<file path="config.mk">
export PLATFORM = sky130hd
export DESIGN_NAME = xor_stream_decryptor
export DESIGN_NICKNAME = d
export VERILOG_FILES = /design/src/rtl/xor_dec_pkg.sv /design/src/rtl/xor_byte_buf.sv /design/src/rtl/xor_stream_decryptor.sv
export SDC_FILE = /design/constraint.sdc
export NUM_CORES = 1
export LEC_CHECK = 0
export ABC_AREA = 1
export CELL_PAD_IN_SITES_DETAIL_PLACEMENT = 2
export CELL_PAD_IN_SITES_GLOBAL_PLACEMENT = 2
export CORE_MARGIN = 4
export CORE_UTILIZATION = 40
export CTS_CLUSTER_SIZE = 24
export DETAILED_ROUTE_END_ITERATION = 10
export PLACE_DENSITY_LB_ADDON = 0.1
export SYNTH_ARGS = -nofsm -noshare
export SYNTH_HDL_FRONTEND = slang
export SYNTH_SLANG_ARGS = --single-unit
</file>
<file path="constraint.sdc">
create_clock -name clock -period 5.6 [get_ports clock]
set_input_delay 1.68 -clock clock [delete_from_list [all_inputs] [get_ports clock]]
set_output_delay 1.68 -clock clock [all_outputs]
set_load 0.005 [all_outputs]
</file>
<file path="src/rtl/xor_dec_pkg.sv">
// Shared types and helpers for the XOR stream decryptor.
// Holds the FSM encoding, key-mode constants and the key-index wrap function.
package xor_dec_pkg;

  typedef enum logic [2:0] {
    IDLE     = 3'd0,
    LOAD_MSG = 3'd1,
    LOAD_KEY = 3'd2,
    DECRYPT  = 3'd3,
    FINISH   = 3'd4
  } state_t;

  localparam logic MODE_REPEAT  = 1'b0;
  localparam logic MODE_AUTOKEY = 1'b1;

  // Wide enough for any length field the top can be parameterised with.
  localparam int IDX_W = 8;

  function automatic logic [IDX_W-1:0] next_key_idx(input logic [IDX_W-1:0] idx,
                                                    input logic [IDX_W-1:0] key_len);
    if (idx >= key_len - IDX_W'(1)) begin
      return '0;
    end
    return idx + IDX_W'(1);
  endfunction

endpackage

</file>
<file path="src/rtl/xor_byte_buf.sv">
// Small register file: synchronous write, RD_PORTS combinational read ports.
// Out-of-range writes are dropped and out-of-range reads return zero.
module xor_byte_buf #(
  parameter int W        = 8,
  parameter int DEPTH    = 8,
  parameter int RD_PORTS = 1,
  localparam int AW      = (DEPTH > 1) ? $clog2(DEPTH) : 1
) (
  input  logic                           clock,
  input  logic                           we,
  input  logic [AW-1:0]                  waddr,
  input  logic [W-1:0]                   wdata,
  input  logic [RD_PORTS-1:0][AW-1:0]    raddr,
  output logic [RD_PORTS-1:0][W-1:0]     rdata
);

  logic [W-1:0] mem [DEPTH];

  always_ff @(posedge clock) begin
    if (we && (int'(waddr) < DEPTH)) begin
      mem[waddr] <= wdata;
    end
  end

  always_comb begin
    rdata = '0;
    for (int p = 0; p < RD_PORTS; p++) begin
      if (int'(raddr[p]) < DEPTH) begin
        rdata[p] = mem[raddr[p]];
      end
    end
  end

endmodule

</file>
<file path="src/rtl/xor_stream_decryptor.sv">
// XOR decryptor: loads ciphertext then key over one stream, emits plaintext (repeating or autokey).
// First byte one cycle after the last key accept; output register holds while out_ready is low.
module xor_stream_decryptor
  import xor_dec_pkg::*;
#(
  parameter int CHAR_W  = 8,
  parameter int MSG_MAX = 8,
  parameter int KEY_MAX = 3,
  localparam int LEN_W  = $clog2(MSG_MAX + 1)
) (
  input  logic              clock,
  input  logic              n_reset,
  input  logic              start,
  input  logic [LEN_W-1:0]  msg_len,
  input  logic [LEN_W-1:0]  key_len,
  input  logic              mode,
  input  logic [CHAR_W-1:0] in_data,
  input  logic              in_valid,
  output logic              in_ready,
  output logic [CHAR_W-1:0] out_data,
  output logic              out_valid,
  input  logic              out_ready,
  output logic              out_last,
  output logic              busy,
  output logic              done,
  output logic              len_err
);

  localparam int MAW = (MSG_MAX > 1) ? $clog2(MSG_MAX) : 1;
  localparam int KAW = (KEY_MAX > 1) ? $clog2(KEY_MAX) : 1;

  state_t            state_q, state_d;
  logic [LEN_W-1:0]  idx_q, kidx_q, msg_len_q, key_len_q;
  logic              mode_q, len_err_q, out_valid_q;
  logic [CHAR_W-1:0] out_data_q;

  logic              in_fire, out_fire, load_last, out_final, start_ok;
  logic [LEN_W-1:0]  nxt_idx, nxt_kidx, key_addr;
  logic [MAW-1:0]    src_addr;
  logic              use_key;
  logic [CHAR_W-1:0] key_byte, prev_byte, nxt_byte;

  logic              msg_we;
  logic [CHAR_W-1:0] msg_wdata;
  logic [1:0][MAW-1:0]    msg_raddr;
  logic [1:0][CHAR_W-1:0] msg_rdata;
  logic [0:0][KAW-1:0]    key_raddr;
  logic [0:0][CHAR_W-1:0] key_rdata;

  assign in_fire   = in_valid && in_ready;
  assign out_fire  = out_valid_q && out_ready;
  assign load_last = idx_q == (((state_q == LOAD_MSG) ? msg_len_q : key_len_q) - LEN_W'(1));
  assign out_final = idx_q == (msg_len_q - LEN_W'(1));
  assign start_ok  = (msg_len != '0) && (msg_len <= LEN_W'(MSG_MAX)) &&
                     (key_len != '0) && (key_len <= LEN_W'(KEY_MAX));

  // Index of the byte to be placed in the output register next: 0 while loading the key.
  assign nxt_idx  = (state_q == DECRYPT) ? idx_q + LEN_W'(1) : '0;
  assign nxt_kidx = (state_q == DECRYPT) ?
                    LEN_W'(next_key_idx(IDX_W'(kidx_q), IDX_W'(key_len_q))) : '0;
  assign src_addr = MAW'(nxt_idx - key_len_q);
  assign use_key  = (mode_q == MODE_REPEAT) || (nxt_idx < key_len_q);
  assign key_addr = (mode_q == MODE_REPEAT) ? nxt_kidx : nxt_idx;

  // The first plaintext byte is formed while the last key byte is still being written.
  assign key_byte  = ((state_q == LOAD_KEY) && in_fire && (idx_q == key_addr)) ?
                     in_data : key_rdata[0];
  // With key_len 1 the autokey source is the byte leaving the output register right now.
  assign prev_byte = (key_len_q == LEN_W'(1)) ? out_data_q : msg_rdata[1];
  assign nxt_byte  = msg_rdata[0] ^ (use_key ? key_byte : prev_byte);

  assign msg_we    = ((state_q == LOAD_MSG) && in_fire) || ((state_q == DECRYPT) && out_fire);
  assign msg_wdata = (state_q == LOAD_MSG) ? in_data : out_data_q;
  assign msg_raddr = {src_addr, nxt_idx[MAW-1:0]};
  assign key_raddr = key_addr[KAW-1:0];

  xor_byte_buf #(.W(CHAR_W), .DEPTH(MSG_MAX), .RD_PORTS(2)) u_msg_buf (
    .clock (clock),
    .we    (msg_we),
    .waddr (idx_q[MAW-1:0]),
    .wdata (msg_wdata),
    .raddr (msg_raddr),
    .rdata (msg_rdata)
  );

  xor_byte_buf #(.W(CHAR_W), .DEPTH(KEY_MAX), .RD_PORTS(1)) u_key_buf (
    .clock (clock),
    .we    ((state_q == LOAD_KEY) && in_fire),
    .waddr (idx_q[KAW-1:0]),
    .wdata (in_data),
    .raddr (key_raddr),
    .rdata (key_rdata)
  );

  always_ff @(posedge clock) begin
    if (!n_reset) begin
      state_q     <= IDLE;
      idx_q       <= '0;
      kidx_q      <= '0;
      msg_len_q   <= '0;
      key_len_q   <= '0;
      mode_q      <= 1'b0;
      len_err_q   <= 1'b0;
      out_valid_q <= 1'b0;
      out_data_q  <= '0;
    end else begin
      state_q <= state_d;
      case (state_q)
        IDLE: begin
          if (start) begin
            if (start_ok) begin
              len_err_q <= 1'b0;
              msg_len_q <= msg_len;
              key_len_q <= key_len;
              mode_q    <= mode;
              idx_q     <= '0;
              kidx_q    <= '0;
            end else begin
              len_err_q <= 1'b1;
            end
          end
        end
        LOAD_MSG: begin
          if (in_fire) begin
            idx_q <= load_last ? '0 : idx_q + LEN_W'(1);
          end
        end
        LOAD_KEY: begin
          if (in_fire) begin
            if (load_last) begin
              idx_q       <= '0;
              kidx_q      <= '0;
              out_valid_q <= 1'b1;
              out_data_q  <= nxt_byte;
            end else begin
              idx_q <= idx_q + LEN_W'(1);
            end
          end
        end
        DECRYPT: begin
          if (out_fire) begin
            if (out_final) begin
              out_valid_q <= 1'b0;
              out_data_q  <= '0;
              idx_q       <= '0;
              kidx_q      <= '0;
            end else begin
              idx_q      <= nxt_idx;
              kidx_q     <= nxt_kidx;
              out_data_q <= nxt_byte;
            end
          end
        end
        default: begin
        end
      endcase
    end
  end

  always_comb begin
    state_d  = state_q;
    in_ready = 1'b0;
    busy     = 1'b1;
    done     = 1'b0;
    case (state_q)
      IDLE: begin
        busy = 1'b0;
        if (start && start_ok) state_d = LOAD_MSG;
      end
      LOAD_MSG: begin
        in_ready = 1'b1;
        if (in_fire && load_last) state_d = LOAD_KEY;
      end
      LOAD_KEY: begin
        in_ready = 1'b1;
        if (in_fire && load_last) state_d = DECRYPT;
      end
      DECRYPT: begin
        if (out_fire && out_final) state_d = FINISH;
      end
      FINISH: begin
        done    = 1'b1;
        state_d = IDLE;
      end
      default: begin
        state_d = IDLE;
      end
    endcase
  end

  assign out_data  = out_data_q;
  assign out_valid = out_valid_q;
  assign out_last  = out_valid_q && out_final;
  assign len_err   = len_err_q;

endmodule

</file>
### After elaboration in Yosys (flattened, before gate mapping)

Memories as Yosys holds them, arrays and structs flattened.
Cells that the tools add are included.

| word-level totals | value |
|---|---|
| RAM bits | 88 |
| memories kept | 2 |
| bits in latches | 0 |
| register bits after elaboration | 30 |
| output and inout port bits | 14 |
| memory bits (read-only) | 0 |
| input bits | 22 |

| operators by class | value |
|---|---|
| equal/unequal tests | 19 |
| divide/modulo/power cells | 0 |
| add/subtract/negate cells | 6 |
| reduce and logical (&&, ||, !) cells | 30 |
| bitwise gates (word level) | 2 |
| shifts and indexed selects | 0 |
| multiply operators | 0 |
| muxes and demuxes | 47 |
| order comparisons | 6 |

Memory list:

| name | words | width | rd ports | clocked after memory_dff | write ports | line | source |
|---|---|---|---|---|---|---|---|
| u_msg_buf.mem | 8 | 8 | 2 | 0 | 1 | xor_byte_buf.sv:17 | `logic [W-1:0] mem [DEPTH];` |
| u_key_buf.mem | 3 | 8 | 1 | 0 | 1 | xor_byte_buf.sv:17 |  |

Operator list:

| kind | number |
|---|---|
| $mux W8 | 9 |
| $mux W4 | 16 |
| $pmux W4 S3 | 2 |
| $pmux W8 S2 | 1 |
| $logic_and A1 B1 Y1 | 14 |
| $ne A2 B2 Y1 const B | 7 |
| $mux W1 | 13 |
| $eq A4 B4 Y1 | 3 |
| $mux W3 | 4 |
| $pmux W3 S4 | 1 |
| $reduce_and A5 Y1 | 2 |
| $add A4 B1 Y4 const B | 2 |
| $ge A4 B8 Y1 | 1 |
| $ne A2 B1 Y1 const B | 4 |
| $reduce_and A4 Y1 | 2 |
| $reduce_bool A4 Y1 | 2 |
| $sub A4 B1 Y4 const B | 2 |
| $xor A8 B8 Y8 | 1 |
| $eq A3 B2 Y1 const B | 2 |
| $reduce_and A6 Y1 | 1 |
| $reduce_bool A3 Y1 | 2 |
| $sub A4 B1 Y5 const B | 1 |
| $eq A4 B1 Y1 const B | 1 |
| $le A4 B2 Y1 const B | 1 |
| other kinds (14) | 16 |

### Depth between registers and ports, before layout

| depth | value |
|---|---|
| depth in word-level cells | 14 |
| mapped depth | 23 |
| depth with buffers taken out | 22 |

### By module

Synthesis repeated with hierarchy kept, for this count alone.

| unflattened totals | value |
|---|---|
| cells, all modules | 953 |
| area total of the unflattened synthesis | 7,275.7 µm² |

Modules (own cells, without submodules):

| module | area an instance (µm²) | instances | sequential area each (µm²) | cells each |
|---|---|---|---|---|
| xor_byte_buf (u_msg_buf) | 3,553.4 | 1 | 1,921.8 | 445 |
| xor_stream_decryptor | 2,715.1 | 1 | 600.6 | 418 |
| xor_byte_buf (u_key_buf) | 1,007.2 | 1 | 720.7 | 90 |

### Least setup slack after synthesis

No wires, ideal clock.

| timing path | value |
|---|---|
| path type | flip-flop to flip-flop |
| from | reg idx_q[1] |
| to | reg out_data_q[0] (netlist: out_data[0]) |
| clock period less this slack | 3,203 ps |
| data arrival time | 3,082 ps |
| required time | 5,479 ps |
| path buffers | 3 |
| cell stages (with the launch flop) | 17 |
| library setup time | 121 ps |
| slack | 2,397 ps |
| path through | dfxtp_1 -> clkbuf_1 -> inv_1 -> ha_1 -> nand2_2 -> inv_2 -> buf_2 -> fa_1 -> inv_1 -> clkbuf_1 -> a211oi_1 -> o311ai_0 -> o211ai_1 -> nand2_1 -> nand2_1 -> nand3_1 -> a21oi_1 |

| on the way | value |
|---|---|
| word-level cells in the longest chain between the ends | 11 |
| elaborated cells between the ends (all ways) | 25 |

Ends and longest elaborated chain:

| element | line | source |
|---|---|---|
| from (decl) | xor_stream_decryptor.sv:33 | `logic [LEN_W-1:0] idx_q, kidx_q, msg_len_q, key_len_q;` |
| from (signal assigned) | xor_stream_decryptor.sv:125 | `idx_q <= load_last ? '0 : idx_q + LEN_W'(1);` |
| from (signal assigned) | xor_stream_decryptor.sv:136 | `idx_q <= idx_q + LEN_W'(1);` |
| from (signal assigned) | xor_stream_decryptor.sv:148 | `idx_q <= nxt_idx;` |
| branches (longest 11 deep; another with $mem_v2 Z8 W8) | n/a |  |
| to (signal assigned) | xor_stream_decryptor.sv:134 | `out_data_q <= nxt_byte;` |
| to (signal assigned) | xor_stream_decryptor.sv:150 | `out_data_q <= nxt_byte;` |
| to (decl) | xor_stream_decryptor.sv:35 | `logic [CHAR_W-1:0] out_data_q;` |

Several ways; the timed one is not identified. The select of a mux whose other input is x is not followed.
A chain may end at the register's enable or synchronous reset.

### Worst setup path after layout

| timing path | value |
|---|---|
| from | reg idx_q[0] |
| to | reg out_data_q[0] (netlist: out_data[0]) |

The elaborated chain is that of the path after synthesis.

==> run metrics <==
status completed; post-synth top area share 40.0%; layout cells sized above 1 around 7.7%; arrival time worst endpoint 5.38 ns; 1st-pass router iterations 5; maximum number of pins on one net before global-route repair 31; Peak VDD IR 0.238 mV; dpl cell area 7160 µm²; Metal-1 WL 10.6 mm; final critical-path share of the clock period 90.9%; routability cong. 0.861; fill cell count 1775; area taken by multi-input logic gates 2900 µm²; CTS Hold Buffers Added 0; met3 wire length about 1.1 mm; clock tree buffer depth 2; register area 3240 µm²; max layer used met4; Nets 865; Reg clk slew, reported paths 0.06 ns; pre-CTS WS approximately 0.68 ns; DP HPWL between 15 and 20 mm; min-delay worst type reg -> reg; Seq cells post-synth 118; Post-Synthesis Cells 793; via count between 6000 and 7000; Fin. Hold Viols 0; First DRT Iteration DRCs between 500 and 600; Finished Core Util approximately half; # DRC 0; Max-Cap Viols 0; mean cell area of the mapped netlist 8.34 µm²; Cell Rows 46; Boundary Pins 36; Layout area overhead 16.9%; FF-to-FF Start idx_q[0]$_SDFFE_PN0P_; Routed WL per cell 25.0 µm; CTS tree done; CORE AREA roughly 16000 µm²; PD cells 277 nW/µm²; Final setup viols 0; via-per-instance ratio 5.94; gr ovfl total 0; die footprint 18600 µm²; Seq/Total Area, Yosys between 40% and 50%; Mapped Area 6610 µm²; CP Class reg -> reg; setup TNS 0 ns; post-synthesis async set-or-reset flop share 0%; Critical Path End Type flip-flop; worst skew pair latency 0.44 ns; hold depth 2; R2R cell count 14; Routed WL approximately 26 mm; CTS resizes 0; worst clock skew 0.0104 ns; synth warn 0; Main synth FF type edfxtp_1; post-route ant nets 0; Crit Path Max Fanout 17; Max Clock Freq 196 MHz; routed wl met2 13.4 mm; Slew HR 15.2%; diodes inserted 0; GRT Overall Usage between 20% and 30%; largest cells by area after synthesis edfxtp_1, nand2_1, dfxtp_1; Design Power ~2.1 mW; CP required 5.89 ns; Leak 3.03 nW; Synth area leader edfxtp_1; Sink Count about 120; Setup WS post-layout 0.510 ns; H-tree lvl count 4; RSZ-0062 raised after global routing false; HP Start len_err$_SDFFE_PN0P_; starting density of the core 41.2%; Post-Syn Nets 832; Tightest Pin Transition 1.26 ns; initial antenna violation count 0; Root Buffer clkbuf_16; Setup Buffers After CTS 0; crit path time final 5.09 ns; Netlist cell types 46; global-route wire length before repair 39.9 mm; vias in the first global route 6872; Worst Setup Start Kind flip-flop; Design Area, Final 7730 µm²; die height 137 µm; Buffers on Ports 35; Horiz. Die Dim 137 µm; total CTS buffers 17; Final Slew Violations 0; Post-synth EDFFs 88; CP startpoint idx_q[0]$_SDFFE_PN0P_
-- registers in the layout, summed over array words and instances, names as in the netlist, 3 cells and up --
name	count
u_msg_buf.mem	64
msg_len_q	4
key_len_q	4
u_key_buf.mem	24
kidx_q	4
idx_q	4
state_q	3
out_data	8
-- layer usage --
layer | up-vias | track usage, %
met4 | 0 | 15.4
met5 | - | 0
li1 | 2783 | -
met1 | 3173 | 33.8
met2 | 224 | 50.9
met3 | 89 | 4.71
-- cell usage in the layout, fill, tap and decap left out, drive strengths merged, types with 6 or more instances in the layout --
master | synthesis | routed
dfxtp | 30 | 30
clkdlybuf4s50 | 0 | 35
nor3 | 9 | 9
o221ai | 8 | 8
ha | 16 | 16
nor2 | 71 | 71
o211ai | 9 | 9
inv | 91 | 92
buf | 6 | 7
edfxtp | 88 | 88
nand2 | 201 | 201
clkbuf | 22 | 17
nand3 | 76 | 76
xor2 | 8 | 8
a21oi | 49 | 49
xnor2 | 7 | 7
a221o | 6 | 6
o21ai | 59 | 59
clkinv | 1 | 10
-- worst paths after layout --
kind	to	slack, ns
max	out_data[0]$_SDFFE_PN0P_	0.51
min	len_err$_SDFFE_PN0P_	0.46
max reg2reg	out_data[0]$_SDFFE_PN0P_	0.51
min reg2reg	len_err$_SDFFE_PN0P_	0.46
-- area by class of cell --
cell class	count	area share, %
inverters	92	4.50
multi-input cells	555	37.5
clock buffers	17	5.51
repair buffers	42	5.21
well taps	216	3.50
clock inverters	15	1.78
flip-flops and latches	118	42.0
-- kinds of logic after synthesis --
logic type                 count (synthesis)  synth area share, %
AOI/OAI and AO/OA                        155                 14.4
xor gates and xnor gates                  15                 1.99
adders and majority gates                 17                 3.33
buffers and inverters                    120                 7.10
DFF                                      118                 49.1
and+or+nand+nor                          368                 24.1
-- power breakdown --
group	total [mW]	internal, mW	switching [mW]
Clock	1.07	0.646	0.426
Sequential	0.941	0.937	0.00477
Combinational	0.125	0.0445	0.0804
-- worst max-delay path, cell delays in order, from the launching register on --
cell,delay [ns]
dfxtp_1,0.91
inv_2,0.29
ha_1,0.42
nand2_2,0.17
inv_2,0.35
fa_1,0.49
buf_4,0.23
inv_1,0.56
a211oi_1,0.14
o311ai_0,0.79
o211ai_1,0.23
nand2_1,0.14
nand2_1,0.07
nand3_1,0.08
a21oi_1,0.06
-- per-stage QoR --
step           instances  hold WS (ns)
3_5_place_dp        1023         0.452
2_1_floorplan        793         0.440
5_1_grt             1055         0.509
4_1_cts             1055         0.463
6_report            1055         0.458
3_3_place_gp        1023         0.434
-- synth_stat cells, types with 3 or more instances --
library cell	instances
nand3_1	75
a21oi_1	49
a211oi_1	3
xnor2_1	7
buf_2	4
nor2_4	4
nand2_2	5
xor2_1	8
a32o_1	4
edfxtp_1	88
ha_1	16
o32ai_1	3
nand2_1	196
nand3b_1	4
a31oi_1	3
a221o_1	6
inv_1	83
nand4_1	4
o21ai_0	55
dfxtp_1	30
clkbuf_1	22
nor2_1	64
nor3_1	8
o211ai_1	9
inv_2	7
o221ai_1	8
Note: power is estimated with default switching activity, not from simulation.
